[config.mk]
export PLATFORM = sky130hd
export DESIGN_NAME = alu_share_arbiter
export DESIGN_NICKNAME = d
export VERILOG_FILES = /design/src/rtl/alu_share_arbiter.sv
export SDC_FILE = /design/constraint.sdc
export NUM_CORES = 1
export LEC_CHECK = 0
export ABC_AREA = 1
export CORE_MARGIN = 2
export CORE_UTILIZATION = 41
export DETAILED_ROUTE_END_ITERATION = 7
export GPL_TIMING_DRIVEN = 0
export HOLD_SLACK_MARGIN = 0.1
export PLACE_DENSITY = 0.85
export SLEW_MARGIN = 0
export SYNTH_ARGS = -nofsm -noshare
export SYNTH_HDL_FRONTEND = slang
export SYNTH_SLANG_ARGS = --single-unit
[constraint.sdc]
create_clock -name clk -period 1.7 [get_ports clk]
set_clock_uncertainty 0.05 [all_clocks]
set_input_delay 0.34 -clock clk [delete_from_list [all_inputs] [get_ports clk]]
set_output_delay 0.34 -clock clk [all_outputs]
set_load 0.02 [all_outputs]
[src/rtl/alu_share_arbiter.sv]
// alu_share_arbiter: lets two requesters share one external combinational 32-bit ALU.
// Requests are arbitrated (round-robin or fixed priority), the operands are registered and
// drive the ALU for one cycle, and the result/flags come back on one tagged response channel.
// Per-requester saturating grant counters are provided for performance monitoring.
module alu_share_arbiter #(
    parameter int TAG_W      = 4,
    parameter int CNT_W      = 16,
    parameter int PRIO_FIXED = 0
) (
    input  logic             clk,
    input  logic             rst_n,
    input  logic [1:0]       req_valid,
    output logic [1:0]       req_ready,
    input  logic [31:0]      req_a0,
    input  logic [31:0]      req_a1,
    input  logic [31:0]      req_b0,
    input  logic [31:0]      req_b1,
    input  logic [3:0]       req_sel0,
    input  logic [3:0]       req_sel1,
    input  logic [TAG_W-1:0] req_tag0,
    input  logic [TAG_W-1:0] req_tag1,
    output logic [31:0]      alu_a,
    output logic [31:0]      alu_b,
    output logic [3:0]       alu_sel,
    input  logic [31:0]      alu_res,
    input  logic             alu_z,
    input  logic             alu_c,
    input  logic             alu_v,
    output logic             rsp_valid,
    input  logic             rsp_ready,
    output logic [31:0]      rsp_result,
    output logic             rsp_z,
    output logic             rsp_c,
    output logic             rsp_v,
    output logic             rsp_err,
    output logic             rsp_id,
    output logic [TAG_W-1:0] rsp_tag,
    output logic [CNT_W-1:0] grant_cnt0,
    output logic [CNT_W-1:0] grant_cnt1
);

    typedef enum logic [1:0] {
        IDLE = 2'd0,
        EXEC = 2'd1,
        RESP = 2'd2
    } state_t;

    state_t state_reg, state_next;

    logic             rr_ptr_reg;
    logic [31:0]      op_a_reg;
    logic [31:0]      op_b_reg;
    logic [3:0]       op_sel_reg;
    logic [TAG_W-1:0] op_tag_reg;
    logic             op_id_reg;

    logic [31:0]      rsp_result_reg;
    logic             rsp_z_reg;
    logic             rsp_c_reg;
    logic             rsp_v_reg;
    logic             rsp_err_reg;
    logic             rsp_id_reg;
    logic [TAG_W-1:0] rsp_tag_reg;

    logic             winner;
    logic             can_accept;
    logic [1:0]       grant;
    logic             accept;
    logic             op_legal;

    // Only these op selects are implemented by the ALU; anything else is reported as an error.
    function automatic logic sel_is_legal(input logic [3:0] sel);
        case (sel)
            4'b0000, 4'b0001, 4'b0100, 4'b0101, 4'b0111,
            4'b1000, 4'b1001, 4'b1010, 4'b1101, 4'b1111: return 1'b1;
            default:                                       return 1'b0;
        endcase
    endfunction

    assign op_legal = sel_is_legal(op_sel_reg);

    // Arbitration: pick a winner from the valid bits and pointer only, then gate by FSM state.
    always_comb begin
        winner = 1'b0;
        case (req_valid)
            2'b10:   winner = 1'b1;
            2'b11:   winner = (PRIO_FIXED != 0) ? 1'b0 : rr_ptr_reg;
            default: winner = 1'b0;
        endcase
        can_accept = (state_reg == IDLE) || ((state_reg == RESP) && rsp_ready);
        grant = 2'b00;
        if (can_accept && (req_valid != 2'b00)) begin
            grant = winner ? 2'b10 : 2'b01;
        end
    end

    assign accept    = |grant;
    assign req_ready = grant;

    // Next-state logic: IDLE -> EXEC on accept, EXEC -> RESP, RESP drains or chains back-to-back.
    always_comb begin
        state_next = state_reg;
        case (state_reg)
            IDLE:    if (accept) state_next = EXEC;
            EXEC:    state_next = RESP;
            RESP: begin
                if (rsp_ready) begin
                    state_next = accept ? EXEC : IDLE;
                end
            end
            default: state_next = IDLE;
        endcase
    end

    // State register.
    always_ff @(posedge clk or negedge rst_n) begin
        if (!rst_n) begin
            state_reg <= IDLE;
        end else begin
            state_reg <= state_next;
        end
    end

    // Latch the winning request's operands and advance the round-robin pointer on every grant.
    always_ff @(posedge clk or negedge rst_n) begin
        if (!rst_n) begin
            op_a_reg   <= '0;
            op_b_reg   <= '0;
            op_sel_reg <= '0;
            op_tag_reg <= '0;
            op_id_reg  <= 1'b0;
            rr_ptr_reg <= 1'b0;
        end else if (accept) begin
            op_a_reg   <= winner ? req_a1   : req_a0;
            op_b_reg   <= winner ? req_b1   : req_b0;
            op_sel_reg <= winner ? req_sel1 : req_sel0;
            op_tag_reg <= winner ? req_tag1 : req_tag0;
            op_id_reg  <= winner;
            rr_ptr_reg <= ~winner;
        end
    end

    // Capture the ALU outputs at the end of EXEC; illegal ops get a fixed error response.
    always_ff @(posedge clk or negedge rst_n) begin
        if (!rst_n) begin
            rsp_result_reg <= '0;
            rsp_z_reg      <= 1'b0;
            rsp_c_reg      <= 1'b0;
            rsp_v_reg      <= 1'b0;
            rsp_err_reg    <= 1'b0;
            rsp_id_reg     <= 1'b0;
            rsp_tag_reg    <= '0;
        end else if (state_reg == EXEC) begin
            rsp_result_reg <= op_legal ? alu_res : 32'd0;
            rsp_z_reg      <= op_legal ? alu_z : 1'b1;
            rsp_c_reg      <= op_legal & alu_c;
            rsp_v_reg      <= op_legal & alu_v;
            rsp_err_reg    <= ~op_legal;
            rsp_id_reg     <= op_id_reg;
            rsp_tag_reg    <= op_tag_reg;
        end
    end

    // One saturating grant counter per requester.
    genvar gi;
    generate
        for (gi = 0; gi < 2; gi++) begin : g_cnt
            logic [CNT_W-1:0] cnt_reg;
            // Count accepted ops from this requester, sticking at all-ones.
            always_ff @(posedge clk or negedge rst_n) begin
                if (!rst_n) begin
                    cnt_reg <= '0;
                end else if (grant[gi] && (cnt_reg != {CNT_W{1'b1}})) begin
                    cnt_reg <= cnt_reg + {{(CNT_W-1){1'b0}}, 1'b1};
                end
            end
        end
    endgenerate

    assign grant_cnt0 = g_cnt[0].cnt_reg;
    assign grant_cnt1 = g_cnt[1].cnt_reg;

    assign alu_a      = op_a_reg;
    assign alu_b      = op_b_reg;
    assign alu_sel    = op_sel_reg;

    assign rsp_valid  = (state_reg == RESP);
    assign rsp_result = rsp_result_reg;
    assign rsp_z      = rsp_z_reg;
    assign rsp_c      = rsp_c_reg;
    assign rsp_v      = rsp_v_reg;
    assign rsp_err    = rsp_err_reg;
    assign rsp_id     = rsp_id_reg;
    assign rsp_tag    = rsp_tag_reg;

endmodule

* Yosys cells after proc, flatten, opt, wreduce, memory -nomap -nowiden
Memories as Yosys holds them, arrays and structs flattened.
Cells that the tools add are included.
** Operators by class
- Reduce and logical (&&, ||, !) cells :: 9
- Add/subtract/negate cells :: 2
- Bitwise logic cells :: 4
- Equality and inequality tests :: 8
- Mux-type cells :: 13
** Operator list (number)
- 32-bit 2-to-1 mux :: 3
- 16-bit by 1-bit adder with 16-bit output, second input constant :: 2
- 16-bit != test, second input constant :: 2
- 2-bit 2-to-1 mux :: 4
- 4-bit 2-to-1 mux :: 2
- 2-bit equality test, second input constant :: 3
- 2-bit case mux with 3 select lines :: 1
- 1-bit logical AND :: 4
- 1-bit bitwise AND :: 2
- 2-bit by 1-bit equality test with 1-bit output, second input constant :: 1
- 2-bit zero test :: 1
- 1-bit 2-to-1 mux :: 2
- 2-bit by 1-bit != test with 1-bit output, second input constant :: 1
- 2-bit != test, second input constant :: 1
- 1-bit NOT :: 2
- 1-bit case mux with 2 select lines :: 1
- 2-bit AND reduction :: 1
- 2-bit nonzero test :: 1
- 2-bit OR reduction :: 1
- 1-bit logical OR :: 1
** Storage, ports and cells
- Logic and storage cells :: 53
- ROM bits :: 16
- Register bits after elaboration :: 149
- Input port bits :: 184
- Memories :: 1
** Memory list
- (no name shown) :: depth 16, bits a word 1, read ports 1, clocked after memory_dff 0, write ports 0, RTL line 73 : case (sel)

* Depth between registers and ports, before layout
Gate-level depths: netlist of run 1.
- Depth in word-level cells :: 9
- Gate-level depth with buffers :: 10
- Depth with buffers taken out :: 9

* Worst setup path after synthesis of run 1
OpenSTA, ideal clock, no wires.
- Path kind :: register -> register
- Start :: register g_cnt[0].cnt_reg[0], in the netlist grant_cnt0[0]
- End :: register g_cnt[0].cnt_reg[6], in the netlist grant_cnt0[6]
- Data arrival time :: 1.527 ns
- Required time :: 1.533 ns
- Library setup time :: 0.117 ns
- Cell stages (with the launch flop) :: 10
- Setup slack :: 0.006 ns
- Period minus slack after synthesis :: 1.694 ns
- Cells stage by stage :: dfrtp_1 ha_1 nand3_2 inv_1 nand2_2 nor2_2 nor2_4 buf_6 nand2_1 nand2_1
** Between the ends
- Cells in the longest elaborated chain, start to end :: 2
- Elaborated cells between the ends (all ways) :: 3
** Ends and longest elaborated chain
- start, declared :: RTL line 168 : logic [CNT_W-1:0] cnt_reg;
- start signal, assigned :: RTL line 174 : cnt_reg <= cnt_reg + {{(CNT_W-1){1'b0}}, 1'b1};
- parallel branches: the longest is 2 deep, another holds 16-bit by 1-bit adder with 16-bit output
Parallel ways; which one is timed is not known.
A chain may end at the register's enable or synchronous reset.

* Worst setup path in the final report of run 1
- Start :: register state_reg[1]
- End :: output req_ready[0]
** Between the ends
- Cells in the longest elaborated chain, start to end :: 5
- Elaborated cells between the ends (all ways) :: 6
** Ends and longest elaborated chain
- start, declared :: RTL line 48 : state_t state_reg, state_next;
- start signal, assigned :: RTL line 120 : state_reg <= state_next;
- 2-bit equality test :: RTL line 90 : can_accept = (state_reg == IDLE) || ((state_reg == RESP) && rsp_ready);
- 1-bit logical AND :: RTL line 90
- 1-bit logical OR * :: RTL line 90
- 1-bit logical AND * :: RTL line 92 : if (can_accept && (req_valid != 2'b00)) begin
- 2-bit 2-to-1 mux * :: RTL line 92
- end, declared :: RTL line 13 : output logic [1:0] req_ready,
Every way passes the cells marked *; elsewhere a longest branch is shown, timed or not.

==> flow_metrics.tcl, run 1 <==
set metrics [dict create \
    start_util 0.418 \
    detailedPlacementHpwl_um 17200 \
    final_wirelength_um 23500 \
    synth-seq-area-share 0.540 \
    placement_rows 47 \
    postSynth.asyncResetShare 1.00 \
    crit_chain "inv_2 -> or2_4 -> nand2_4 -> nor2_4 -> buf_8 -> buf_12 -> buf_8" \
    number_of_global_route_vias_before_repair 6831 \
    cts_made_buffers 17 \
    met2_wirelength_um 11700 \
    synth_seq_cells 149 \
    slew_headroom 0.608 \
    type_of_the_worst_min_delay_path "in -> async" \
    rsz0062_at_grt "yes" \
    number_of_routed_nets_with_antenna_violations 0 \
    core_area_mm2 0.0165 \
    worst-path-max-fanout 3 \
    wl_met1_um 9400 \
    final_max_slew_viol_count 0 \
    critical_path_class "reg -> out" \
    grt_antenna_before_repair 0 \
    place.gp.congestion 0.891 \
    die_area_mm2 0.0179 \
    syn_nets 1062 \
    final_critical_path_setup_slack_ns -0.235 \
    r2r.worst_path.cells 8 \
    final-seq-area_mm2 0.00374 \
    worst-path-buf-inv 4 \
    drv_cap 0 \
    synth_area_mm2 0.00690 \
    total_vias_in_the_final_route 7143 \
    timing.critical_path.max_delay_family "buffers and inverters" \
    worst_path_most_repeated_cell "buf_8" \
    cpPeakStageDelay_ns 0.34 \
    die_w_um 134 \
    latest_clock_arrival_within_the_worst_skew_pair_ns 0.43 \
    r2r_start "state_reg[0]$_DFFE_PN0P_" \
    drt_pre_antenna_iters 5 \
    grt_start_max_net_pins 90 \
    syn_to_final_growth_pct 60.6 \
    cts_buffer_depth 2 \
    synth.distinct_cells 27 \
    simple_gate_share_of_the_synthesized_area 0.369 \
    fin_tns_setup_ns -0.363 \
    synth_top_family_by_area "simple AND/OR/NAND/NOR gates" \
    layout.cells.most_common "nand2_1" \
    cp_data_arrival_time_ns 1.54 \
    wire_per_inst_um 16.0 \
    finalSetupViolations 2 \
    floorplan.io_pins 328 \
    syn_area_per_cell_um2 7.88 \
    synth_flop_cell "dfrtp_1" \
    worstSetupEndpointType "output port" \
    synth_compound_gate_area_share 0.0203 \
    number_of_nets_in_the_layout 1423 \
    synth_enable_flop_cells 0 \
    clk_pin_slew_ns 0.07 \
    cts.htree.levels 4 \
    placedInstanceArea_mm2 0.0105 \
    most-common-layout-cells "476 x nand2_1, 180 x clkdlybuf4s50_1, 141 x dfrtp_1" \
    total_leakage_power_nw 5.59 \
    vias_per_cell 4.86 \
    final_area_mm2 0.0111 \
    wl_met3_um 1700 \
    synth_adder_area_share 0.00363 \
    startpoint_type "flip-flop" \
    route.detailed.drc 0 \
    n_fill_cell 1403 \
    die_y_um 134 \
    cp-startpoint "state_reg[1]$_DFFE_PN0P_" \
    layout_min_cycle_time_ns 1.93 \
    post_synth_inst_count 876 \
    cts.root.buffer_cell "clkbuf_16" \
    tritoncts "built" \
    multiInputGateArea_mm2 0.00287 \
    power.density_cell_area_mw_per_mm2 1540 \
    first_iter_violations 349 \
    final_layout_size_suffix_gt1_frac 0.0960 \
    status "finished, violations left" \
    port-buffer-count 327 \
    r2r_setup_slack_ns 0.08 \
    place_inst 1424 \
    instances_no_fill 1470 \
    max-vdd-ir-drop_mv 0.808 \
    violations "negative setup slack" \
    cpMaxStageDelayCell "dfrtp_1" \
    tightestPinTransition_ns 0.588 \
    post_synthesis_share_of_cell_area_spent_on_xor_and_xnor_gates 0.0178 \
    required_ns 1.31 \
    worst_r2r_endpoint "alu_a[28]$_DFFE_PN0P_" \
    period_utilisation_layout 1.14 \
    yosys-mux-area-fraction 0 \
    gr-usage-all-layers 0.261 \
    grt_pass1_wl_um 36300 \
    yosys_warnings 0 \
    cts_sinks 149 \
    insertedDiodeCount 0 \
    fmax_achieved_mhz 517 \
    post_route_hold_slack_ns 0.397 \
    hold_violations 0 \
    grt_overflow_total 0 \
    top_signal_layer_used "met4" \
]
==> layout make-up <==
cell class / instances / share of cell area
Timing Repair Buffer: 343 / 0.293
Clock buffer: 17 / 0.0384
Sequential cell: 149 / 0.337
Buffer: 35 / 0.0252
Inverter: 32 / 0.0108
Multi-Input combinational cell: 659 / 0.259
Tap cell: 220 / 0.0248
Clock inverter: 15 / 0.0120
==> timing repair <==
item | in CTS | in global routing
buffers inserted | 11 | 3
hold endpoints to repair | 60 | 0
setup endpoints to repair | 185 | 101
resized for setup | 179 | 37
hold buffers | 1 | 0
pin swaps | 7 | 3
==> cell families (layout without fill, tap and decap cells) <==
logic type / count (synthesis) / count (layout)
AO/OA/AOI/OAI: 20 / 20
XOR/XNOR: 14 / 14
adder cells (fa/ha/maj): 2 / 2
buffers and inverters: 68 / 442
flip-flops: 149 / 149
AND/OR/NAND/NOR: 623 / 623
==> synthesized netlist by cell type, types with 4 or more instances <==
cell type    n  area, um2
inv_1       28        105
nor2_2       7       43.8
nand2_1    477       1790
xnor2_1      8       70.1
buf_4       11       82.6
dfrtp_1    149       3730
xor2_1       6       52.6
nand3_1     82        410
o211ai_1     7       52.6
o21ai_0      8       40.0
nor2_1      34        128
buf_6        4       45.0
buf_2        9       45.0
clkbuf_1    11       41.3
nor2_4       4       45.0
nand4_1     12       75.1
==> worst max path at each step <==
stage / end / slack [ns] / depth (start not counted)
after global routing: req_ready[0] / -0.29 / 7
final: req_ready[0] / -0.23 / 7
after CTS: req_ready[0] / -0.26 / 7
after floorplan: grant_cnt0[6]$_DFFE_PN0P_ / 0.006 / 9
after global placement: alu_b[10]$_DFFE_PN0P_ / -5.88 / 1
after detailed placement: req_ready[0] / -1.12 / 8
==> report_power, final <==
group	internal (mW)	leakage, nW	total [mW]	switching, mW
Sequential	4.93	1.88	5.74	0.809
Clock	1.93	0.271	3.63	1.70
Combinational	3.03	3.44	7.70	4.67
==> routing by layer <==
metal	up-vias	track usage
li1	3464	-
met1	3357	0.320
met2	273	0.455
met3	49	0.0571
met4	0	0.0916
met5	-	0
==> stage by stage <==
step | utilization | power (mW) | worst slack [ns]
floorplan | - | 9.87 | 0.00649
global placement | 0.632 | 13.9 | -5.88
detailed placement | 0.634 | 14.1 | -1.12
CTS | 0.666 | 17.1 | -0.258
global route | 0.671 | 18.1 | -0.285
finish | 0.671 | 17.1 | -0.235
Note: power is estimated with default switching activity, not from simulation.
==> run 2, diff against run 1 <==
CAP_MARGIN = 20   (was not set)
==> run 2 against run 1 <==
Net effect: the run still ends with negative setup slack left; critical path depth did not move; combinational power barely moved; largest power group unchanged; sequential power barely moved; count of clock-buffer cells in the layout did not move; sequential cell count did not move.
==> flow_metrics.tcl, run 2 (synthesized netlist as in run 1, its figures left out) <==
set metrics [dict create \
    tightestPinTransition_ns 0.588 \
    placedInstanceArea_mm2 0.0105 \
    cts_sinks 149 \
    startpoint_type "flip-flop" \
    power.density_cell_area_mw_per_mm2 1540 \
    post_route_hold_slack_ns 0.397 \
    die_w_um 134 \
    worst_path_most_repeated_cell "buf_8" \
    place_inst 1424 \
    grt_start_max_net_pins 90 \
    finalSetupViolations 2 \
    total_power_mw 17.1 \
    latest_clock_arrival_within_the_worst_skew_pair_ns 0.43 \
    final_wirelength_um 23500 \
    worst-path-max-fanout 3 \
    number_of_routed_nets_with_antenna_violations 0 \
    drt_pre_antenna_iters 5 \
    core_area_mm2 0.0165 \
    grt_pass1_wl_um 36300 \
    floorplan.io_pins 328 \
    total_vias_in_the_final_route 7143 \
    final_layout_size_suffix_gt1_frac 0.0960 \
    instances_no_fill 1470 \
    drv_cap 0 \
    first_iter_violations 349 \
    cts_buffer_depth 2 \
    period_utilisation_layout 1.14 \
    layout_min_cycle_time_ns 1.93 \
    placement_rows 47 \
    cts.root.buffer_cell "clkbuf_16" \
    die_area_mm2 0.0179 \
    start_util 0.418 \
    required_ns 1.31 \
    cpPeakStageDelay_ns 0.34 \
    n_fill_cell 1403 \
    cp_data_arrival_time_ns 1.54 \
    insertedDiodeCount 0 \
    die_y_um 134 \
    syn_to_final_growth_pct 60.6 \
    type_of_the_worst_min_delay_path "in -> async" \
    slew_headroom 0.608 \
    detailedPlacementHpwl_um 17200 \
    cts_made_buffers 17 \
    status "finished, violations left" \
    gr-usage-all-layers 0.261 \
    cpMaxStageDelayCell "dfrtp_1" \
    crit_chain "inv_2 -> or2_4 -> nand2_4 -> nor2_4 -> buf_8 -> buf_12 -> buf_8" \
    tritoncts "built" \
    final_max_slew_viol_count 0 \
    max-vdd-ir-drop_mv 0.808 \
    fmax_achieved_mhz 517 \
    grt_antenna_before_repair 0 \
    number_of_global_route_vias_before_repair 6831 \
    total_leakage_power_nw 5.59 \
    final_area_mm2 0.0111 \
    route.detailed.drc 0 \
    grt_overflow_total 0 \
    violations "negative setup slack" \
    port-buffer-count 327 \
    final_critical_path_setup_slack_ns -0.235 \
    clk_pin_slew_ns 0.07 \
    worstSetupEndpointType "output port" \
    cts.htree.levels 4 \
    number_of_nets_in_the_layout 1423 \
    vias_per_cell 4.86 \
    layout.cells.most_common "nand2_1" \
    place.gp.congestion 0.891 \
    wire_per_inst_um 16.0 \
    critical_path_class "reg -> out" \
    most-common-layout-cells "476 x nand2_1, 180 x clkdlybuf4s50_1, 141 x dfrtp_1" \
    hold_violations 0 \
    rsz0062_at_grt "yes" \
]
[run 2: worst max-delay path, delay by kind of cell (launching register included)]
kind,cells,cell delay [ns]
buffers and inverters,4,0.40
and+or+nand+nor,3,0.37
DFF,1,0.34
[run 2: timing repair]
item | 4_1_cts | 5_1_grt
pin swaps | 7 | 3
setup buffers | 11 | 3
gates resized for setup | 179 | 37
setup endpoints to repair | 185 | 101
hold buffers | 1 | 0
hold endpoints to repair | 60 | 0
[run 2: layer usage]
layer  global-route usage  wire (um)  vias to the layer above
li1                     -          -                     3464
met2                0.455      11700                      273
met5                    0          0                        -
met3               0.0571       1700                       49
met1                0.320       9400                     3357
met4               0.0916        671                        0
[run 2: stage by stage]
| stage | worst slack (ns) | setup TNS [ns] | util |
|---|---|---|---|
| final | -0.235 | -0.363 | 0.671 |
| after global routing | -0.285 | -0.473 | 0.671 |
| after CTS | -0.258 | -0.409 | 0.666 |
| after detailed placement | -1.12 | -39.28 | 0.634 |
| after global placement | -5.88 | -911.66 | 0.632 |
| after floorplan | 0.00649 | 0 | - |
[run 2: path summary, 6_finish.rpt]
kind,from,end,slack [ns],depth (start not counted)
worst min-delay path,rst_n,grant_cnt0[11]$_DFFE_PN0P_,0.40,2
min in group clk,alu_res[29],rsp_result[29]$_DFFE_PN0N_,0.40,3
worst max register to register,state_reg[0]$_DFFE_PN0P_,alu_a[28]$_DFFE_PN0P_,0.08,8
worst max-delay path,state_reg[1]$_DFFE_PN0P_,req_ready[0],-0.23,7
max in group asynchronous,rst_n,rsp_result[6]$_DFFE_PN0N_,0.37,3
worst min register to register,rsp_result[26]$_DFFE_PN0N_,rsp_result[26]$_DFFE_PN0N_,0.43,2
[run 2: cell type report]
| type | count | area [um2] | share of cell area |
|---|---|---|---|
| Sequential cell | 149 | 3740 | 0.337 |
| Timing Repair Buffer | 343 | 3250 | 0.293 |
| Multi-Input combinational cell | 659 | 2870 | 0.259 |
| Clock buffer | 17 | 425 | 0.0384 |
| Buffer | 35 | 279 | 0.0252 |
| Tap cell | 220 | 275 | 0.0248 |
| Clock inverter | 15 | 133 | 0.0120 |
| Inverter | 32 | 120 | 0.0108 |
[run 2: power breakdown]
group,leakage [nW],internal (mW),switching (mW)
clock network,0.271,1.93,1.70
logic,3.44,3.03,4.67
registers,1.88,4.93,0.809
